### config.mk
export PLATFORM = sky130hd
export DESIGN_NAME = key_digit_display
export DESIGN_NICKNAME = d
export VERILOG_FILES = /design/src/rtl/keypad_pkg.sv /design/src/rtl/seven_seg_decoder.sv /design/src/rtl/key_digit_display.sv
export SDC_FILE = /design/constraint.sdc
export NUM_CORES = 1
export LEC_CHECK = 0
export CORE_UTILIZATION = 57
export DETAILED_ROUTE_END_ITERATION = 6
export PLACE_DENSITY = 0.83
export SLEW_MARGIN = 30
export SYNTH_ARGS = -nofsm -noshare
export SYNTH_HDL_FRONTEND = slang
export SYNTH_SLANG_ARGS = --single-unit
### constraint.sdc
create_clock -name clk -period 4.25 [get_ports clk]
set_clock_uncertainty 0.2 [all_clocks]
set_input_delay 0.425 -clock clk [delete_from_list [all_inputs] [get_ports clk]]
set_output_delay 0.425 -clock clk [all_outputs]
set_load 0.02 [all_outputs]
### src/rtl/keypad_pkg.sv
// Shared types and 7-seg patterns for the keypad display path.
// Exports hex_t, mux_state_t, SEG_BLANK and SEG_LUT (active-low {g,f,e,d,c,b,a}).
package keypad_pkg;

    typedef logic [3:0] hex_t;

    typedef enum logic [1:0] {
        SHOW_R,
        GAP_R,
        SHOW_L,
        GAP_L
    } mux_state_t;

    localparam logic [6:0] SEG_BLANK = 7'h7F;

    localparam logic [6:0] SEG_LUT [16] = '{
        7'h40, 7'h79, 7'h24, 7'h30,
        7'h19, 7'h12, 7'h02, 7'h78,
        7'h00, 7'h10, 7'h08, 7'h03,
        7'h46, 7'h21, 7'h06, 7'h0E
    };

endpackage

### src/rtl/seven_seg_decoder.sv
// Combinational hex to active-low 7-segment decoder.
// Ports: hex (4-bit value in), seg (7-bit {g,f,e,d,c,b,a}, active-low out).
module seven_seg_decoder
    import keypad_pkg::*;
(
    input  hex_t       hex,
    output logic [6:0] seg
);

    assign seg = SEG_LUT[hex];

endmodule

### src/rtl/key_digit_display.sv
// Two-digit key history shown on a multiplexed active-low 7-seg display.
// Ports: clk, reset (sync, high), key_valid, key_code[3:0] in;
//        seg[6:0], an[1:0], digit_new[3:0], digit_old[3:0] out.
// Optional macro BLANK_LEADING_EN: digits never captured since reset stay dark.
module key_digit_display
    import keypad_pkg::*;
#(
    parameter int SHOW_CYCLES = 24000,
    parameter int GAP_CYCLES  = 240,
    parameter int CNT_W       = 16
) (
    input  logic       clk,
    input  logic       reset,
    input  logic       key_valid,
    input  logic [3:0] key_code,
    output logic [6:0] seg,
    output logic [1:0] an,
    output logic [3:0] digit_new,
    output logic [3:0] digit_old
);

    localparam bit HAS_GAP = (GAP_CYCLES > 0);
    localparam logic [CNT_W-1:0] SHOW_LAST = CNT_W'(SHOW_CYCLES - 1);
    localparam logic [CNT_W-1:0] GAP_LAST  =
        CNT_W'(HAS_GAP ? GAP_CYCLES - 1 : 0);

    logic kv_q;
    logic cap;

    assign cap = key_valid & ~kv_q;

    always_ff @(posedge clk) begin
        if (reset) begin
            kv_q      <= 1'b0;
            digit_new <= '0;
            digit_old <= '0;
        end else begin
            kv_q <= key_valid;
            if (cap) begin
                digit_old <= digit_new;
                digit_new <= key_code;
            end
        end
    end

`ifdef BLANK_LEADING_EN
    logic [1:0] valid;

    always_ff @(posedge clk) begin
        if (reset) begin
            valid <= 2'b00;
        end else if (cap) begin
            valid <= {valid[0], 1'b1};
        end
    end
`endif

    mux_state_t       state, state_d;
    logic [CNT_W-1:0] cnt, cnt_d;

    always_ff @(posedge clk) begin
        if (reset) begin
            state <= SHOW_R;
            cnt   <= '0;
        end else begin
            state <= state_d;
            cnt   <= cnt_d;
        end
    end

    always_comb begin
        state_d = state;
        cnt_d   = cnt + 1'b1;
        unique case (state)
            SHOW_R: if (cnt == SHOW_LAST) begin
                state_d = HAS_GAP ? GAP_R : SHOW_L;
                cnt_d   = '0;
            end
            GAP_R: if (cnt == GAP_LAST) begin
                state_d = SHOW_L;
                cnt_d   = '0;
            end
            SHOW_L: if (cnt == SHOW_LAST) begin
                state_d = HAS_GAP ? GAP_L : SHOW_R;
                cnt_d   = '0;
            end
            GAP_L: if (cnt == GAP_LAST) begin
                state_d = SHOW_R;
                cnt_d   = '0;
            end
            default: begin
                state_d = SHOW_R;
                cnt_d   = '0;
            end
        endcase
    end

    hex_t       shown;
    logic [6:0] shown_seg;
    logic       lit;

    assign shown = (state == SHOW_L) ? digit_old : digit_new;

`ifdef BLANK_LEADING_EN
    assign lit = (state == SHOW_L) ? valid[1] : valid[0];
`else
    assign lit = 1'b1;
`endif

    seven_seg_decoder u_dec (
        .hex (shown),
        .seg (shown_seg)
    );

    logic [6:0] seg_d;
    logic [1:0] an_d;

    always_comb begin
        seg_d = SEG_BLANK;
        an_d  = 2'b11;
        unique case (state)
            SHOW_R: begin
                an_d  = 2'b10;
                seg_d = lit ? shown_seg : SEG_BLANK;
            end
            SHOW_L: begin
                an_d  = 2'b01;
                seg_d = lit ? shown_seg : SEG_BLANK;
            end
            default: begin
                an_d  = 2'b11;
                seg_d = SEG_BLANK;
            end
        endcase
    end

    // Registered so the shared bus and anodes switch on the same edge.
    always_ff @(posedge clk) begin
        if (reset) begin
            seg <= SEG_BLANK;
            an  <= 2'b11;
        end else begin
            seg <= seg_d;
            an  <= an_d;
        end
    end

endmodule

# After elaboration in Yosys (flattened, before gate mapping)
# Memory sizes are Yosys's and may differ from the RTL's. A register that Yosys moved wholly into a read port is not among the register bits.
# Index checks and enable logic that the tools add are counted.
# word_totals
ff_bits,29
mem_bits_ro,112
in_bits,7
output_inout_bits,17
mem_count,1
# op_classes
addsub,1
eq_ne,9
mux,10
n_bitwise,4
reduce_logical,5
# memory_table
name,words,word_bits,rd,rd_clocked_by_memory_dff,wr,line_no,source
(name not given),16,7,1,1,0,seven_seg_decoder.sv:10,assign seg = SEG_LUT[hex];
# op_table
operator,n
16-bit 2-to-1 mux,2
16-bit one-hot mux with 2 select lines,1
"16-bit by 1-bit adder with 16-bit output, second input constant",1
"16-bit by 15-bit == test with 1-bit output, second input constant",1
"16-bit by 8-bit == test with 1-bit output, second input constant",1
2-bit 2-to-1 mux,4
"2-bit inequality test, second input constant",4
2-bit one-hot mux with 4 select lines,1
2-bit OR reduction,3
4-bit NOT with 5-bit output,1
"2-bit == test, second input constant",2
4-bit 2-to-1 mux,1
2-bit one-hot mux with 2 select lines,1
4-bit AND reduction,1
"2-bit by 1-bit == test with 1-bit output, second input constant",1
2-bit logical NOT,1
1-bit NOT,2
1-bit AND,1

# Logic depth before layout (Yosys ltp)
# logic_depth
depth_word,4
mapped_depth,10
ltp_nobuf,9

# Hierarchy
# A second synthesis with hierarchy kept.
# hier_totals
cells_unflattened,203
hier_area_um2,1785.5
# by_module_without_submodules
mod,instances,cells_per_inst,area_each_um2,seq_area_each_um2
key_digit_display,1,167,1529.0,720.7
seven_seg_decoder,1,36,256.5,0.0

# Least setup slack after synthesis
# Ideal clock, no wire load.
# synth_path
kind,register to register
startpoint,register state[0]
endpoint,register seg[4]
arrival_time_ps,1857
required_ps,3904
path_slack_ps,2048
stages_incl_launch_ff,9
cell_sequence,dfxtp_1 -> inv_1 -> ha_1 -> clkbuf_1 -> mux2_2 -> ha_1 -> and2_1 -> a21oi_1 -> o221ai_1
# synth_via
elab_chain_len,4
word_cells_on_any_way,7
cone_classes,1 x eq/ne; 1 x mux; 2 x bitwise; 3 x reduce/logical
# synth_rtl
item,line_no,source
start: declaration,key_digit_display.sv:58,"mux_state_t state, state_d;"
start signal: assignment,key_digit_display.sv:66,state <= state_d;
2-bit == test / 2-bit logical NOT (equally long branches),"key_digit_display.sv:102, key_digit_display.sv:121",
2-bit OR reduction (no line),-,
1-bit NOT (no line),-,
2-bit OR reduction (no line),-,
end: declaration,key_digit_display.sv:16,"output logic [6:0] seg,"
# Several ways; a longest one is shown, not always the timed one.
# A chain may end at the register's enable or synchronous reset.

# Worst setup path after layout
# layout_path
startpoint,register state[0]
endpoint,register seg[5]
# Same word-level chain as after synthesis.

==> metrics.yaml <==
synthesis:
  ys.warnings.count: 0
  yosysSeqAreaShare_pct: 42.0
  ys_async_sr_fraction_pct: 0
  synth_cell_types: 34
  synth_area_mm2: 0.00172
  ys.flop_type: "dfxtp_1"
  syn_area_per_cell_um2: 8.76
  synthCells: 196
  synth-edff-count: 0
  syn_nets: 216
  ys_ff_latch: 36
drt:
  drt-initial-drc-count: 56
  dr_wl_met3_um: 242
  top_layer: "met4"
  route.met2.wl_um: 1670
  avgViaCountPerCell: 5.80
  m1WireLength_um: 1490
  ant_nets: 0
  firstDrtPassIters: 4
  avgRoutedWirePerCell_um: 13.9
  vias: 1450
  drc_errors: 0
  totalWireLength_um: 3470
timing:
  fin_crit_ps: 2360
  hold_violations: 0
  worstMarginPinSlew_ps: 623
  tns_ps: 0
  rsz0062_at_grt: "false"
  slew_violations: 0
  slew_headroom_pct: 57.3
  finalSetupViolations: 0
  fin_crit_sh_pct: 55.5
  fmax_mhz: 424
flow_run:
  maxCapViolations: 0
global_routing:
  grt-ovfl-total: 0
  grt_pass1_wl_um: 5940
  grt_start_max_net_pins: 19
  antenna_found_initial: 0
  track_usage_pct: 23.9
  grt_pass1_vias: 1371
clock_network:
  cts_tree: "done"
  clk_path_buf_depth: 2
  cts_hold_buf: 0
  path_clk_slew_ps: 100
  numCtsBuffers: 5
  cts_htree_levels: 2
  cts_setup_buffers: 0
  ctsResizeCount: 0
  clkSinkCount: 36
  clk_root_buffer_cell: "clkbuf_4"
  clock_latency_ps: 350
worst_setup_path:
  cp_cell_sequence: "inv_1, ha_1, mux2_2, inv_1, ha_1, and2_1, a21oi_1, o221ai_1"
  cp_max_fo: 8
  cp-start-kind: "flip-flop"
  end_kind: "flip-flop"
  worstPathRequired_ps: 4310
  critPathTopFamily: "adder cells"
  max_stage_delay_ps: 440
  path_buf_inv: 2
  crit_arrival_ps: 2420
  critPathKind: "flip-flop to flip-flop"
  reg2reg_slack_ps: 1890
  slowest_stage: "mux2_2"
pwr:
  leakage_uw: 0.000767
  power_uw: 755
  powerDensity_mw_per_mm2: 374
  ir_drop_v: 0.000273
worst_hold_path:
  min_path_type: "flip-flop to flip-flop"
final_layout:
  fill_cells: 216
  final_net_count: 239
  layout-drive-gt1-share_pct: 6.85
  antenna_cells: 0
  fin_cells: 250
  final_util_pct: 72.0
  area_growth_pct: 17.6
placed_design:
  gp_congestion: 0.889
  dp.cells: 243
  portBuffers: 23
  dp.final_hpwl_um: 2550
floorplan:
  dieArea_mm2: 0.00324
  io_pins: 24
  row_count: 19
  start_util_pct: 61.2
  die_h_um: 56.9
  coreArea_mm2: 0.00281
  fp.dieW_um: 56.9
status:
  status: "finished clean"
[cell families after synthesis]
logic type	after synthesis	synth area share, %
and+or+nand+nor	84	24.1
muxes	7	4.45
xor gates and xnor gates	14	7.14
buffers and inverters	15	3.57
AOI/OAI and AO/OA	27	9.33
DFF	36	42.0
adders and majority gates	13	9.48
[routing by layer]
layer | track usage [%] | vias up
met5 | 0 | -
met4 | 10.1 | 0
met3 | 6.91 | 8
met2 | 39.5 | 51
met1 | 28.7 | 685
li1 | - | 706
[Yosys cell counts, types with 2 or more instances]
library cell / count / area (um^2)
dfxtp_1: 36 / 721
nand2_1: 28 / 105
nor2_1: 25 / 93.8
a21oi_1: 14 / 70.1
ha_1: 13 / 163
nand3_1: 9 / 45.0
inv_1: 8 / 30.0
xnor2_1: 8 / 70.1
xor2_1: 6 / 52.6
clkbuf_1: 5 / 18.8
mux2_2: 5 / 56.3
nand2b_1: 3 / 18.8
nand4_1: 3 / 18.8
nor3_1: 3 / 15.0
o221ai_1: 3 / 26.3
and3_1: 2 / 12.5
mux2i_1: 2 / 20.0
nor2b_1: 2 / 12.5
nor4_2: 2 / 25.0
o211ai_1: 2 / 15.0
o21ai_0: 2 / 10.0
o21ai_1: 2 / 10.0
o31ai_1: 2 / 15.0
[area by class of cell]
type	count	area, um^2	share of cell area (%)
multi-input cells	145	935	46.3
flip-flops and latches	36	721	35.7
repair buffers	23	230	11.4
clock buffers	7	65.1	3.22
well taps	31	38.8	1.92
inverters	8	30.0	1.49
[power breakdown]
group          internal (uW)  leakage, uW  switching [uW]
sequential               366     0.000295            13.9
combinational           74.7     0.000435            94.7
clock                   93.8    0.0000374             112
[registers in the layout (all words and copies together), names as in the netlist]
signal / flops
cnt: 16
seg: 7
digit_new: 4
digit_old: 4
an: 2
state: 2
kv_q: 1
[layout by cell type, fill, tap and decap left out, drive strengths merged, types with 2 or more instances in the layout]
cell type	instances
mux2	5
mux2i	2
clkdlybuf4s50	23
nor4	4
clkbuf	7
nand4	3
and3	2
dfxtp	36
xnor2	8
xor2	6
nor3	3
a21oi	14
nand3	9
o221ai	3
nand2b	3
nor2	25
o211ai	2
ha	13
o31ai	2
nor2b	2
nand2	28
inv	8
o21ai	4
[path summary, 6_finish.rpt]
kind                 start     end  cells past startpoint
setup reg to reg  state[0]  seg[5]                      8
setup / recovery  state[0]  seg[5]                      8
hold / removal      cnt[0]  cnt[0]                      1
hold reg to reg     cnt[0]  cnt[0]                      1
[through the flow]
stage                     setup slack [ps]  hold slack, ps  instance area [um^2]
after floorplan                       2050             229                  1720
after global placement                2060             240                  1950
after detailed placement              1910             248                  1950
after CTS                             1890             271                  2020
after global routing                  1750             294                  2020
final                                 1890             265                  2020
(Power assumes the default switching activity.)
